$ cat config.mk
export PLATFORM = sky130hd
export DESIGN_NAME = data_array_seq
export DESIGN_NICKNAME = d
export VERILOG_FILES = /design/src/rtl/data_array_seq_pkg.sv /design/src/rtl/data_array_rsp_fifo.sv /design/src/rtl/data_array_seq.sv
export SDC_FILE = /design/constraint.sdc
export NUM_CORES = 1
export LEC_CHECK = 0
export CORE_UTILIZATION = 35
export CTS_CLUSTER_SIZE = 30
export DETAILED_ROUTE_END_ITERATION = 7
export PLACE_DENSITY_LB_ADDON = 0.12
export SYNTH_ARGS = -nofsm -noshare
export SYNTH_HDL_FRONTEND = slang
export SYNTH_SLANG_ARGS = --single-unit
$ cat constraint.sdc
create_clock -name clock -period 8.9 [get_ports clock]
set_input_delay 2.67 -clock clock [delete_from_list [all_inputs] [get_ports clock]]
set_output_delay 2.67 -clock clock [all_outputs]
set_load 0.02 [all_outputs]
$ cat src/rtl/data_array_seq_pkg.sv
// Shared defaults and the sequencer state type for the data array front end.
package data_array_seq_pkg;

  localparam int ADDR_W_DEF    = 12;
  localparam int DATA_W_DEF    = 32;
  localparam int RSP_DEPTH_DEF = 2;

  typedef enum logic {
    INIT = 1'b0,
    RUN  = 1'b1
  } state_t;

endpackage

$ cat src/rtl/data_array_rsp_fifo.sv
// Read-response buffer: DEPTH entries, in-order, combinational head output.
module data_array_rsp_fifo #(
  parameter int DATA_W = 32,
  parameter int DEPTH  = 2
) (
  input  logic                             clock,
  input  logic                             reset_n,
  input  logic                             push_i,
  input  logic [DATA_W-1:0]                push_data_i,
  input  logic                             pop_i,
  output logic [$clog2(DEPTH+1)-1:0]       count_o,
  output logic                             valid_o,
  output logic [DATA_W-1:0]                data_o
);

  localparam int PTR_W = (DEPTH > 1) ? $clog2(DEPTH) : 1;
  localparam int CNT_W = $clog2(DEPTH + 1);

  logic [DATA_W-1:0] mem_q [DEPTH];
  logic [PTR_W-1:0]  wr_ptr_q, wr_ptr_d;
  logic [PTR_W-1:0]  rd_ptr_q, rd_ptr_d;
  logic [CNT_W-1:0]  count_q, count_d;
  logic              full;
  logic              pop_ok;

  function automatic logic [PTR_W-1:0] ptr_inc(input logic [PTR_W-1:0] p);
    return (p == PTR_W'(DEPTH - 1)) ? '0 : p + 1'b1;
  endfunction

  assign full    = (count_q == CNT_W'(DEPTH));
  assign valid_o = (count_q != '0);
  assign pop_ok  = pop_i && valid_o;
  assign data_o  = mem_q[rd_ptr_q];
  assign count_o = count_q;

  always_comb begin
    wr_ptr_d = wr_ptr_q;
    rd_ptr_d = rd_ptr_q;
    count_d  = count_q + CNT_W'(push_i) - CNT_W'(pop_ok);
    if (push_i) wr_ptr_d = ptr_inc(wr_ptr_q);
    if (pop_ok) rd_ptr_d = ptr_inc(rd_ptr_q);
  end

  always_ff @(posedge clock or negedge reset_n) begin
    if (!reset_n) begin
      wr_ptr_q <= '0;
      rd_ptr_q <= '0;
      count_q  <= '0;
    end else begin
      wr_ptr_q <= wr_ptr_d;
      rd_ptr_q <= rd_ptr_d;
      count_q  <= count_d;
    end
  end

  // Storage carries no reset; occupancy is governed by count_q alone.
  always_ff @(posedge clock) begin
    if (push_i) mem_q[wr_ptr_q] <= push_data_i;
  end

  always_ff @(posedge clock) begin
    if (reset_n) assert (!(push_i && full && !pop_ok));
  end

endmodule

$ cat src/rtl/data_array_seq.sv
// Request sequencer for a single-port data array with 2-cycle read responses.
// Optional zero-fill after reset: define DATA_ARRAY_SEQ_ZERO_INIT_EN.
module data_array_seq
  import data_array_seq_pkg::*;
#(
  parameter int ADDR_W    = ADDR_W_DEF,
  parameter int DATA_W    = DATA_W_DEF,
  parameter int RSP_DEPTH = RSP_DEPTH_DEF
) (
  input  logic                clock,
  input  logic                reset_n,
  input  logic                req_valid,
  output logic                req_ready,
  input  logic [ADDR_W-1:0]   req_addr,
  input  logic                req_write,
  input  logic [DATA_W-1:0]   req_wdata,
  input  logic [DATA_W/8-1:0] req_wmask,
  output logic                rsp_valid,
  input  logic                rsp_ready,
  output logic [DATA_W-1:0]   rsp_rdata,
  output logic [ADDR_W-1:0]   sram_addr,
  output logic                sram_en,
  output logic                sram_wmode,
  output logic [DATA_W-1:0]   sram_wdata,
  output logic [DATA_W/8-1:0] sram_wmask,
  input  logic [DATA_W-1:0]   sram_rdata,
  output logic                busy
);

  localparam int CNT_W = $clog2(RSP_DEPTH + 1);
  localparam int OCC_W = CNT_W + 1;

  logic             run;
  logic             accept;
  logic             pop;
  logic             inflight_q, inflight_d;
  logic [CNT_W-1:0] rsp_count;
  logic [OCC_W-1:0] occupancy;

`ifdef DATA_ARRAY_SEQ_ZERO_INIT_EN
  state_t            state_q, state_d;
  logic [ADDR_W-1:0] init_addr_q, init_addr_d;
  logic              init_wr;

  always_comb begin
    state_d     = state_q;
    init_addr_d = init_addr_q;
    if (state_q == INIT) begin
      init_addr_d = init_addr_q + 1'b1;
      if (init_addr_q == '1) state_d = RUN;
    end
  end

  always_ff @(posedge clock or negedge reset_n) begin
    if (!reset_n) begin
      state_q     <= INIT;
      init_addr_q <= '0;
    end else begin
      state_q     <= state_d;
      init_addr_q <= init_addr_d;
    end
  end

  // The array must stay idle while reset is held even though the state reads INIT.
  assign init_wr = (state_q == INIT) && reset_n;
  assign run     = (state_q == RUN);
  assign busy    = (state_q == INIT);
`else
  logic run_q;

  always_ff @(posedge clock or negedge reset_n) begin
    if (!reset_n) run_q <= 1'b0;
    else          run_q <= 1'b1;
  end

  assign run  = run_q;
  assign busy = 1'b0;
`endif

  // Reserve a buffer slot for every read already issued; a same-cycle pop frees one.
  assign pop       = rsp_valid && rsp_ready;
  assign occupancy = OCC_W'(rsp_count) + OCC_W'(inflight_q) - OCC_W'(pop);
  assign req_ready = run && (occupancy < OCC_W'(RSP_DEPTH));
  assign accept    = req_valid && req_ready;
  assign inflight_d = accept && !req_write;

  always_ff @(posedge clock or negedge reset_n) begin
    if (!reset_n) inflight_q <= 1'b0;
    else          inflight_q <= inflight_d;
  end

  always_comb begin
    sram_en    = 1'b0;
    sram_wmode = 1'b0;
    sram_addr  = req_addr;
    sram_wdata = req_wdata;
    sram_wmask = req_wmask;
    if (accept) begin
      sram_en    = 1'b1;
      sram_wmode = req_write;
    end
`ifdef DATA_ARRAY_SEQ_ZERO_INIT_EN
    if (init_wr) begin
      sram_en    = 1'b1;
      sram_wmode = 1'b1;
      sram_addr  = init_addr_q;
      sram_wdata = '0;
      sram_wmask = '1;
    end
`endif
  end

  data_array_rsp_fifo #(
    .DATA_W (DATA_W),
    .DEPTH  (RSP_DEPTH)
  ) u_rsp_fifo (
    .clock       (clock),
    .reset_n     (reset_n),
    .push_i      (inflight_q),
    .push_data_i (sram_rdata),
    .pop_i       (pop),
    .count_o     (rsp_count),
    .valid_o     (rsp_valid),
    .data_o      (rsp_rdata)
  );

endmodule

==> results.txt <==
setup bufs post-CTS: 0
share of layout cells above drive strength 1: 23.1%
syn_nets: 265
die outline width: 96.6 µm
clock tree buffer depth: 2
dpl ws: 0.982 ns
max frequency: 0.126 GHz
cts repair resizes: 0
drt wl/cell: 16.3 µm
share of the synthesized area in the top cell type: 61.3%
reg2reg end: inflight_q
fin nets: 296
final setup margin: 0.974 ns
Min-Delay Startpoint: inflight_q
static leakage: 1.36 nW
Ys Warns: 0
Max-Cap Viols: 0
via count: 1,445
die area: 0.00933 mm²
pin count of the biggest net entering global routing: 34
Reg area: 0.00207 mm²
PwrDens: 271 mW/mm²
post-synthesis sequential area ratio: 66.1%
max_slew headroom: 30.2%
CTS root buffer: clkbuf_8
DRC violations left: 0
H-tree depth: 3
final hold vios: 0
TritonCTS clock tree: done
die height: 96.6 µm
Tightest Pin Transition: 1.05 ns
kind of start point of the critical path: primary input
number of max-slew violations in the final report: 0
WHS Path Cells: 1
most common cell after layout, fill and taps aside: clkdlybuf4s50_1
I/O Pins: 170
Post-Syn Instances: 177
All-Layer GR Usage: 11.5%
FILL cells: 798
Congestion Overflow GR: 0
Synth area leaders: edfxtp_1 61%, mux2_4 14%, buf_4 12%, dfrtp_1 4.8%, buf_12 1.9%
Pre-Repair DR Iteration Count: 3
hold endpoint: u_rsp_fifo.wr_ptr_q
Placeable Area: 0.00868 mm²
CTS Sinks: 70
ANT nets after route: 0
clk slew on worst S/H paths: 0.07 ns
n_diodes: 0
# setup viols final: 0
Peak VDD IR: 0.164 mV
vias per inst: 4.52
Synth Cell Area: 0.00313 mm²
worst path arrival time: 5.26 ns
first-pass GRT wire length: 8.28 mm
port buffer count: 72
clk_skew: 0.00881 ns
wirelength, routed: 5.23 mm
reg2reg start: u_rsp_fifo.count_o[1]
worst-path maximum fanout: 4
Clock Latency Late Sink: 0.33 ns
FF-to-FF path depth: 8
Tmin final: 7.93 ns
WP data required: 6.23 ns
Area growth syn-to-layout: 19.5%
fin util: 43.2%
Post-Syn Area per Cell: 17.7 µm²
post-DP HPWL: 3.45 mm
starting density of the core: 36.1%
RSZ-0062 raised after global routing: false
crit share post-route: 89.1%
number of global-route vias before repair: 1,605
synthesized flop and latch total: 70
row count: 34
Post-CTS Hold Fix Bufs: 0
initial detailed-routing violation count: 31
CP endpoint kind: primary output
run status: finished, final reports clean
Worst Hold Class: register to register
most frequent cells in the layout: 72 x clkdlybuf4s50_1, 64 x edfxtp_1, 29 x mux2_4
reg-to-reg setup timing slack: 6.59 ns
TNS Setup: 0 ns
area of the multi-input gates: 614 µm²
Yosys top cell by area: edfxtp_1
antenna violations before repair: 0
CTS Buf Count: 9
Synth cell types: 21
WS Path Type: primary input to primary output
routability cong.: 0.706
-- flip-flops by register name (all words and copies together), names as in the netlist --
register / count
u_rsp_fifo.count_o: 2
u_rsp_fifo.mem_q: 64
u_rsp_fifo.rd_ptr_q: 1
inflight_q: 1
run: 1
u_rsp_fifo.wr_ptr_q: 1
-- power breakdown --
| group | internal (W) | switching (W) |
|---|---|---|
| registers | 0.000390 | 0.0000539 |
| clock network | 0.000126 | 0.000109 |
| logic | 0.000201 | 0.000136 |
-- per-layer routing --
metal	share of wire [%]	up-vias	global-route usage (%)
met2	49	70	19.1
met5	0	-	0
met3	8.0	34	3.97
li1	-	641	-
met1	40	700	12.6
met4	3.5	0	7.35
-- worst max-delay path by stage --
stage,endpoint,depth (start not counted),startpoint
2_1_floorplan,sram_en,8,rsp_ready
6_report,sram_wmode,10,rsp_ready
4_1_cts,sram_en,10,rsp_ready
3_5_place_dp,sram_wmode,10,rsp_ready
5_1_grt,sram_wmode,10,rsp_ready
3_3_place_gp,sram_wmode,10,rsp_ready
-- logic make-up after synthesis --
family	Yosys count	share of synthesized area, %
adder cells (fa/ha/maj)	3	1.44
buffers and inverters	57	14.5
multiplexers	32	15.0
AND/OR/NAND/NOR	9	1.64
XOR/XNOR	3	0.839
AO/OA/AOI/OAI	1	0.240
flip-flops	70	66.1
other	2	0.240
-- synthesized netlist by cell type --
cell,number
o21a_1,1
dfrtp_1,6
nor4b_1,1
mux2_2,3
buf_4,49
nor2b_1,1
nor3b_1,1
conb_1,2
nand2_1,2
buf_12,3
nor2_1,1
and2_1,1
inv_1,4
buf_6,1
or2_2,1
mux2_4,29
edfxtp_1,64
xor2_1,3
ha_1,2
nor3_1,1
fa_1,1
-- critical path, cell delays in order --
cell             delay (ns)
clkdlybuf4s50_1        0.46
o21a_1                 0.16
ha_1                   0.25
inv_1                  0.06
ha_1                   0.15
inv_1                  0.05
fa_1                   0.51
nand2_1                0.11
nor3_1                 0.20
clkdlybuf4s50_1        0.63
-- final cells by class --
| class | instances | area share (%) |
|---|---|---|
| clock buffers | 10 | 3.41 |
| clock inverters | 5 | 1.37 |
| inverters | 4 | 0.401 |
| multi-input cells | 50 | 16.4 |
| flip-flops and latches | 70 | 55.4 |
| well taps | 108 | 3.61 |
| repair buffers | 73 | 19.4 |
-- per-stage QoR --
stage	hold slack (ns)	cell area, µm²	total power, W	std cells
floorplan	0.453	3130	0.000708	177
global placement	0.523	3570	0.000785	305
detailed placement	0.533	3570	0.000795	305
CTS	0.545	3740	0.00104	320
global route	0.563	3740	0.00107	320
finish	0.535	3740	0.00102	320
(Power assumes the default switching activity.)
